### src/rtl/shift_seq_ctrl.sv
// -----------------------------------------------------------------------------
// shift_seq_ctrl
//   Sequencer for one external Shiftreg instance. Together with that instance
//   it forms a full-duplex serial link: a parallel word taken on a valid/ready
//   handshake is loaded into the shift register. The word is shifted out one
//   bit per CLK_DIV clocks while sampled serial input bits are shifted in.
//   The received word is presented with a one-cycle rx_valid pulse.
//
// Parameters
//   WIDTH      word width, must match the Shiftreg instance (>= 2)
//   DIRECTION  must match the Shiftreg instance; 0 = LSB first, 1 = MSB first
//   CLK_DIV    clk cycles per serial bit (even, >= 2)
//   GAP        forced idle time after each word (0..15)
//
// Configuration macro
//   SHIFT_SEQ_CTRL_LOOPBACK_EN  defined: the sampled bit comes from
//                               i_sr_shiftout and i_ser_din is ignored.
//                               Not defined: the sampled bit comes from i_ser_din.
//
// Ports
//   clk, rst_n       system clock, asynchronous active-low reset
//   i_tx_data        word to send
//   i_tx_valid       tx word valid
//   o_tx_ready       controller can accept a word (IDLE)
//   i_abort          synchronous abort of the word in flight
//   o_rx_data        last received word, held until the next rx_valid
//   o_rx_valid       one-cycle pulse, o_rx_data updated
//   o_busy           high in every state except IDLE
//   o_ser_clk        serial clock, low in the first half of a bit, high in the second
//   i_ser_din        serial input, sampled on the ser_clk rise
//   o_ser_dout       serial output (pass-through of i_sr_shiftout)
//   o_sr_en          Shiftreg enable
//   o_sr_load        Shiftreg parallel load
//   o_sr_data        Shiftreg parallel data (= i_tx_data)
//   o_sr_shiftin     Shiftreg serial input (sampled bit register)
//   o_sr_sclr        Shiftreg active-low synchronous clear (registered)
//   i_sr_q           Shiftreg parallel output
//   i_sr_shiftout    Shiftreg serial output
// -----------------------------------------------------------------------------
//  state  | meaning
//  -------+---------------------------------------------------------------
//  IDLE   | waiting for a word, tx_ready high
//  BIT    | shifting: div counts through one bit period, bit counts bits
//  DONE   | one cycle, received word presented with rx_valid
//  GAP    | forced idle before tx_ready returns (skipped when GAP = 0)
// -----------------------------------------------------------------------------
module shift_seq_ctrl #(
  parameter int WIDTH     = 8,
  parameter int DIRECTION = 0,
  parameter int CLK_DIV   = 4,
  parameter int GAP       = 1
) (
  input  logic             clk,
  input  logic             rst_n,
  input  logic [WIDTH-1:0] i_tx_data,
  input  logic             i_tx_valid,
  output logic             o_tx_ready,
  input  logic             i_abort,
  output logic [WIDTH-1:0] o_rx_data,
  output logic             o_rx_valid,
  output logic             o_busy,
  output logic             o_ser_clk,
  input  logic             i_ser_din,
  output logic             o_ser_dout,
  output logic             o_sr_en,
  output logic             o_sr_load,
  output logic [WIDTH-1:0] o_sr_data,
  output logic             o_sr_shiftin,
  output logic             o_sr_sclr,
  input  logic [WIDTH-1:0] i_sr_q,
  input  logic             i_sr_shiftout
);

  localparam int DIV_W = (CLK_DIV > 2) ? $clog2(CLK_DIV) : 1;
  localparam int BIT_W = $clog2(WIDTH + 1);

  localparam logic [DIV_W-1:0] DIV_LAST = DIV_W'(CLK_DIV - 1);
  localparam logic [DIV_W-1:0] DIV_HALF = DIV_W'(CLK_DIV / 2);
  localparam logic [BIT_W-1:0] BIT_LAST = BIT_W'(WIDTH - 1);
  localparam logic [3:0]       GAP_LD   = 4'(GAP);

  // Elaboration-time parameter sanity checks.
  if (WIDTH < 2) begin : g_bad_width
    $error("shift_seq_ctrl: WIDTH must be >= 2");
  end
  if ((DIRECTION != 0) && (DIRECTION != 1)) begin : g_bad_dir
    $error("shift_seq_ctrl: DIRECTION must be 0 or 1");
  end
  if ((CLK_DIV < 2) || ((CLK_DIV % 2) != 0)) begin : g_bad_div
    $error("shift_seq_ctrl: CLK_DIV must be even and >= 2");
  end
  if ((GAP < 0) || (GAP > 15)) begin : g_bad_gap
    $error("shift_seq_ctrl: GAP must be in 0..15");
  end

  typedef enum logic [1:0] {
    S_IDLE = 2'd0,
    S_BIT  = 2'd1,
    S_DONE = 2'd2,
    S_GAP  = 2'd3
  } state_t;

  state_t           r_state;
  logic [DIV_W-1:0] r_div;
  logic [BIT_W-1:0] r_bit;
  logic [3:0]       r_gap;
  logic             r_sample;
  logic             r_ser_clk;
  logic             r_sr_sclr;
  logic [WIDTH-1:0] r_rx_data;

  state_t           w_state_nxt;
  logic [DIV_W-1:0] w_div_nxt;
  logic [BIT_W-1:0] w_bit_nxt;
  logic [3:0]       w_gap_nxt;
  logic             w_sample_nxt;
  logic             w_ser_clk_nxt;
  logic             w_sr_sclr_nxt;
  logic [WIDTH-1:0] w_rx_data_nxt;
  logic             w_sample_src;
  logic             w_aborting;

`ifdef SHIFT_SEQ_CTRL_LOOPBACK_EN
  // Internal loopback: the pin is not used at all in this build.
  logic w_unused_ser_din;
  assign w_unused_ser_din = i_ser_din;
  assign w_sample_src     = i_sr_shiftout;
`else
  assign w_sample_src     = i_ser_din;
`endif

  // abort only acts on a word in flight; in IDLE it is ignored.
  assign w_aborting = i_abort && (r_state != S_IDLE);

  always_ff @(posedge clk or negedge rst_n) begin
    if (!rst_n) begin
      r_state   <= S_IDLE;
      r_div     <= '0;
      r_bit     <= '0;
      r_gap     <= '0;
      r_sample  <= 1'b0;
      r_ser_clk <= 1'b0;
      r_sr_sclr <= 1'b0;
      r_rx_data <= '0;
    end else begin
      r_state   <= w_state_nxt;
      r_div     <= w_div_nxt;
      r_bit     <= w_bit_nxt;
      r_gap     <= w_gap_nxt;
      r_sample  <= w_sample_nxt;
      r_ser_clk <= w_ser_clk_nxt;
      r_sr_sclr <= w_sr_sclr_nxt;
      r_rx_data <= w_rx_data_nxt;
    end
  end

  always_comb begin
    w_state_nxt   = r_state;
    w_div_nxt     = r_div;
    w_bit_nxt     = r_bit;
    w_gap_nxt     = r_gap;
    w_sample_nxt  = r_sample;
    w_rx_data_nxt = r_rx_data;
    w_sr_sclr_nxt = 1'b1;
    o_tx_ready    = 1'b0;
    o_sr_en       = 1'b0;
    o_sr_load     = 1'b0;
    o_rx_valid    = 1'b0;

    if (w_aborting) begin
      // Abort wins over the shift edge and the DONE capture; the register
      // is cleared on the following cycle through sr_sclr.
      w_state_nxt   = S_IDLE;
      w_div_nxt     = '0;
      w_bit_nxt     = '0;
      w_gap_nxt     = '0;
      w_sr_sclr_nxt = 1'b0;
    end else begin
      unique case (r_state)
        S_IDLE: begin
          o_tx_ready = 1'b1;
          w_bit_nxt  = '0;
          if (i_tx_valid) begin
            o_sr_load   = 1'b1;
            o_sr_en     = 1'b1;
            w_state_nxt = S_BIT;
            w_div_nxt   = '0;
          end
        end

        S_BIT: begin
          if (r_div == DIV_HALF) begin
            w_sample_nxt = w_sample_src;
          end
          if (r_div == DIV_LAST) begin
            o_sr_en   = 1'b1;
            w_div_nxt = '0;
            w_bit_nxt = r_bit + BIT_W'(1);
            if (r_bit == BIT_LAST) begin
              w_state_nxt = S_DONE;
            end
          end else begin
            w_div_nxt = r_div + DIV_W'(1);
          end
        end

        S_DONE: begin
          o_rx_valid    = 1'b1;
          w_rx_data_nxt = i_sr_q;
          if (GAP > 0) begin
            w_state_nxt = S_GAP;
            w_gap_nxt   = GAP_LD;
          end else begin
            w_state_nxt = S_IDLE;
            w_bit_nxt   = '0;
          end
        end

        S_GAP: begin
          // Down-counter: the GAP state lasts until terminal count 0,
          // so tx_ready returns GAP+2 cycles after the rx_valid pulse.
          if (r_gap == 4'd0) begin
            w_state_nxt = S_IDLE;
            w_bit_nxt   = '0;
          end else begin
            w_gap_nxt = r_gap - 4'd1;
          end
        end

        default: begin
          w_state_nxt = S_IDLE;
          w_div_nxt   = '0;
          w_bit_nxt   = '0;
          w_gap_nxt   = '0;
        end
      endcase
    end

    // Serial clock is a register derived from the next divider phase, so the
    // pin has no combinational glitches and is low outside BIT.
    w_ser_clk_nxt = (w_state_nxt == S_BIT) && (w_div_nxt >= DIV_HALF);
  end

  // During the DONE cycle the received word is shown directly from the
  // shift register so it is valid together with the rx_valid pulse.
  assign o_rx_data    = o_rx_valid ? i_sr_q : r_rx_data;
  assign o_busy       = (r_state != S_IDLE);
  assign o_ser_clk    = r_ser_clk;
  assign o_ser_dout   = i_sr_shiftout;
  assign o_sr_data    = i_tx_data;
  assign o_sr_shiftin = r_sample;
  assign o_sr_sclr    = r_sr_sclr;

endmodule
### config.mk
export PLATFORM = sky130hd
export DESIGN_NAME = shift_seq_ctrl
export DESIGN_NICKNAME = d
export VERILOG_FILES = /design/src/rtl/shift_seq_ctrl.sv
export SDC_FILE = /design/constraint.sdc
export NUM_CORES = 1
export LEC_CHECK = 0
export ABC_AREA = 1
export CORE_ASPECT_RATIO = 0.8
export CORE_UTILIZATION = 47
export CTS_CLUSTER_DIAMETER = 40
export DETAILED_ROUTE_END_ITERATION = 10
export PLACE_DENSITY_LB_ADDON = 0.25
export REMOVE_ABC_BUFFERS = 1
export SETUP_SLACK_MARGIN = 0.02
export SLEW_MARGIN = 20
export SYNTH_ARGS = -nofsm -noshare
export SYNTH_HDL_FRONTEND = slang
export SYNTH_SLANG_ARGS = --single-unit
### constraint.sdc
create_clock -name clk -period 2.3 [get_ports clk]
set_input_delay 0.575 -clock clk [delete_from_list [all_inputs] [get_ports clk]]
set_output_delay 0.575 -clock clk [all_outputs]
set_load 0.01 [all_outputs]
Word level (Yosys, flattened, before mapping)
Cells that the tools add are included.
{"block": "totals", "output_inout_bits": 25, "regBits": 23, "wordCells": 63}
{"block": "classes", "n_addsub": 3, "eq_ne": 11, "n_bitwise": 1, "n_reduce_logical": 10, "n_mux": 29, "order_cmp": 1}
{"op": "$mux W4", "n": 5}
{"op": "$mux W2", "n": 8}
{"op": "$pmux W4 S3", "n": 1}
{"op": "$mux W1", "n": 10}
{"op": "$ne A3 B3 Y1 const B", "n": 3}
{"op": "$eq A2 B2 Y1 const B", "n": 4}
{"op": "$mux W8", "n": 1}
{"op": "$pmux W2 S4", "n": 1}
{"op": "$pmux W4 S2", "n": 1}
{"op": "$reduce_and A3 Y1", "n": 2}
{"op": "$add A4 B1 Y4 const B", "n": 1}
{"op": "$eq A2 B1 Y1 const B", "n": 2}
{"op": "$eq A4 B3 Y1 const B", "n": 1}
{"op": "$logic_not A4 Y1", "n": 1}
{"op": "$pmux W2 S2", "n": 1}
{"op": "$reduce_and A2 Y1", "n": 2}
{"op": "$sub A4 B1 Y4 const B", "n": 1}
{"op": "$reduce_bool A3 Y1", "n": 1}
{"op": "$add A2 B1 Y2 const B", "n": 1}
{"op": "$ge A2 B2 Y1 const B", "n": 1}
{"op": "$logic_and A1 B1 Y1", "n": 2}
{"op": "$logic_not A2 Y1", "n": 1}
{"op": "$ne A2 B2 Y1 const B", "n": 1}
{"op": "$pmux W1 S2", "n": 1}
{"op": "other kinds (2)", "n": 2}

Depth between registers and ports, before layout
{"block": "depth", "ltp_word": 7, "depth_mapped": 9, "depth_no_buf": 9}

Least setup slack after synthesis
Ideal clock, no wire load.
{"block": "synth_timing", "kind": "in2out", "startpoint": "input i_abort", "endpoint": "output o_rx_data[0]", "path_stages": 6, "arrival_ns": 1.314, "t_required_ns": 1.725, "slack_ns": 0.411, "n_path_buf": 0, "cell_sequence": "inv_1 nand2_1 nor2_4 inv_1 nand2_1 nand2_1"}
{"block": "synth_between", "elab_chain_cells": 3}
{"element": "start, declared", "line_no": "58", "source": "input logic i_abort,"}
{"element": "$logic_and A1 B1 Y1", "line_no": "133", "source": "assign w_aborting = i_abort && (r_state != S_IDLE);"}
{"element": "$mux W1", "line_no": "170", "source": "if (w_aborting) begin"}
{"element": "named net o_rx_valid", "line_no": "60", "source": "output logic o_rx_valid,"}
{"element": "$mux W8", "line_no": "246", "source": "assign o_rx_data = o_rx_valid ? i_sr_q : r_rx_data;"}
{"element": "end, declared", "line_no": "59", "source": "output logic [WIDTH-1:0] o_rx_data,"}
The timed path passes the listed nets, and every way through them passes these cells.

Worst setup path after layout
{"block": "layout_timing", "startpoint": "register r_state[0]", "endpoint": "output o_busy"}
{"block": "layout_between", "elab_chain_cells": 1}
{"element": "start, declared", "line_no": "103", "source": "state_t r_state;"}
{"element": "start signal, assigned", "line_no": "146", "source": "r_state <= w_state_nxt;"}
{"element": "$reduce_bool A2 Y1", "line_no": "247", "source": "assign o_busy = (r_state != S_IDLE);"}
{"element": "end, declared", "line_no": "61", "source": "output logic o_busy,"}
Every way passes these cells.

==> results.yml <==
setup_path:
  cp_data_required_time_ns: 1.73
  timing.rr.start: "r_gap[0]"
  cp_slowest_stage_delay_ns: 0.53
  path_delay_family: "buffers and inverters"
  worst_ep_arrival_time_ns: 1.63
  crit_type: "reg -> out"
  cp-start-kind: "register"
  worst-path-buf-inv: 3
  rrSetupSlack_ns: 0.81
  r2r_cells: 9
  critPathMaxFanout: 6
  crit_chain: "nor2_4 -> buf_4 -> inv_1 -> clkdlybuf4s50_1"
  crit_slowest_cell: "clkdlybuf4s50_1"
  r2r-end: "r_bit[1]"
  critPathCaptureType: "primary output"
global_route:
  grt_max_degree: 24
  grt_overflow_total: 0
  grt_first_pass_wirelength_mm: 4.11
  grt_use_total: 0.196
  gr-usage-met2: 0.324
  grt.busiest_layer: "met2"
  grt_pass1_vias: 983
  grtUsageMet1: 0.242
  antenna_found_initial: 0
  met3_usage: 0.0822
synthesis:
  async_flop_share: 1.00
  synth-main-ff-cell: "dfrtp_1"
  yosysTopAreaCell: "dfrtp_1"
  yosysWarnings: 0
  syn-cell-area_mm2: 0.00125
  yosysSeqAreaShare: 0.460
  ys_seq_elements: 23
  synth.area.top_cells: "dfrtp_1 46%, nand2_1 18%, inv_1 5.7%, buf_4 5.4%, ha_1 5.0%"
  synthCells: 157
  syn_area_per_cell_um2: 7.96
  synth_edf_count: 0
  synthDistinctLibCells: 18
  yosysMostFrequentCell: "nand2_1"
  synth_top_area_share: 0.460
  synth_common_cells: "61 x nand2_1, 23 x dfrtp_1, 19 x inv_1"
min_path:
  hold_end: "r_rx_data[6]"
  hold_class: "reg -> reg"
  min_from: "r_rx_data[6]"
  whs_path_depth: 2
pwr:
  p_seq_frac: 0.450
  p_int_uw: 735
  p_sw_uw: 410
  switching_share: 0.358
  clkPwrFrac: 0.162
  irDropWorstVdd_mv: 0.496
  power_density_mw_per_mm2: 720
  comb_power_share: 0.388
  power_mw: 1.14
  p_leak_nw: 0.880
clock_tree:
  postCtsSetupRepairBufs: 0
  htreeDepth: 1
  hold_buffers: 0
  cts_buffer_depth: 2
  clk_pin_slew_ns: 0.12
  cts_buffers: 3
  cts_tree: "yes"
  insertion_delay_ns: 0.31
  root_buffer: "clkbuf_4"
  cts.sinks: 23
job:
  maxCapViolCount: 0
detailed_routing:
  route.detailed.drc: 0
  post_drt_wl_per_cell_um: 11.4
  ant_nets: 0
  drt-pass1-iter-count: 4
  viasPerCell: 4.80
  routed_wl_mm: 2.62
  vias: 1099
  drtIter0Drc: 65
timing:
  post-route-period-util: 0.958
  tns_ns: 0
  finalSetupViolCount: 0
  holdWs_ns: 0.489
  rsz0062_at_grt: "false"
  fin_crit_ns: 2.20
  max_slew_margin: 0.807
  final_max_slew_viol_count: 0
  clock_skew_ns: 0.00140
  timing.fmax_mhz: 454
  worst_pin_slew_ns: 0.290
  hold_viol: 0
place:
  gp_congestion: 0.916
  portBuffers: 28
  place_inst: 225
  dp.final_hpwl_mm: 1.93
floorplan:
  rows: 16
  ios: 47
  die_y_um: 48.1
  die_area_mm2: 0.00287
  start_util: 0.504
  coreArea_mm2: 0.00248
  die_w_um: 59.7
cells_and_area:
  utilization: 0.640
  drive_gt1_frac: 0.207
  area_growth_pct: 27.1
  instances_no_fill: 229
  nets: 221
  antenna_cells: 0
status:
  status: "finished, final reports clean"
[power groups by stage]
stage	Combinational, mW	Sequential [mW]	Clock [mW]
6_report	0.444	0.515	0.186
5_1_grt	0.488	0.519	0.212
4_1_cts	0.450	0.513	0.195
3_5_place_dp	0.460	0.518	0
3_3_place_gp	0.454	0.515	0
2_1_floorplan	0.230	0.516	0
[worst min-delay path: stages, from the launching register on]
cell,delay (ns)
dfrtp_1,0.34
nand2_1,0.05
nand2_1,0.07
[flip-flops by register name, summed over array words and instances (netlist names)]
name and flops:
r_rx_data 8, r_bit 4, r_gap 4, r_div 2
r_state 2, o_ser_clk 1, o_sr_sclr 1, o_sr_shiftin 1
[worst max path at each step]
stage / start / endpoint / slack, ns / depth (start not counted)
2_1_floorplan: i_abort / o_rx_data[0] / 0.41 / 6
3_3_place_gp: i_abort / o_rx_data[5] / -0.50 / 8
3_5_place_dp: i_abort / o_rx_data[3] / -0.54 / 8
4_1_cts: i_abort / o_rx_data[3] / 0.009 / 8
5_1_grt: r_state[0] / o_busy / 0.03 / 4
6_report: r_state[0] / o_busy / 0.1 / 4
[timing repair]
item	CTS	global route
gates resized for setup	22	13
endpoints found under the setup margin	12	9
hold endpoints to repair	0	0
gates cloned	0	0
[through the flow]
stage | area, um^2 | worst slack [ns]
4_1_cts | 1630 | 0.00872
6_report | 1590 | 0.0967
2_1_floorplan | 1180 | 0.411
5_1_grt | 1590 | 0.0332
3_5_place_dp | 1610 | -0.544
3_3_place_gp | 1610 | -0.501
[placed cells by master (no fill, tap or decap), types with 2 or more instances in the layout]
cell type	count
dfrtp_1	21
inv_2	3
dlygate4sd2_1	3
nand3_1	11
nor3_1	3
nand2_1	60
nand4_1	2
inv_1	18
ha_1	5
buf_4	13
nor2_1	7
dfrtp_2	2
clkbuf_4	3
nor2_4	4
clkdlybuf4s50_1	16
clkbuf_2	9
o21ai_0	4
[metal layers]
metal / part of all wire / up-vias
met5: 0 / -
met4: 0 / 0
met3: 0.086 / 0
met2: 0.47 / 55
met1: 0.45 / 500
li1: - / 544
[layout make-up]
class                   instances  area [um^2]
fillers                       219          893
flip-flops and latches         23          578
multi-input cells             104          531
repair buffers                 41          329
inverters                      21         78.8
well taps                      36         45.0
clock buffers                   3         22.5
clock inverters                 1         5.00
[cell families (layout without fill, tap and decap cells)]
logic type / count (synthesis) / in the layout / share of synthesized area
xor+xnor: 2 / 2 / 0.0140
compound gates: 6 / 6 / 0.0270
simple gates: 91 / 91 / 0.331
fa+ha+maj: 5 / 5 / 0.0501
buf+inv: 30 / 66 / 0.117
flops: 23 / 23 / 0.460
No activity file was read; power rests on OpenSTA's default activity.
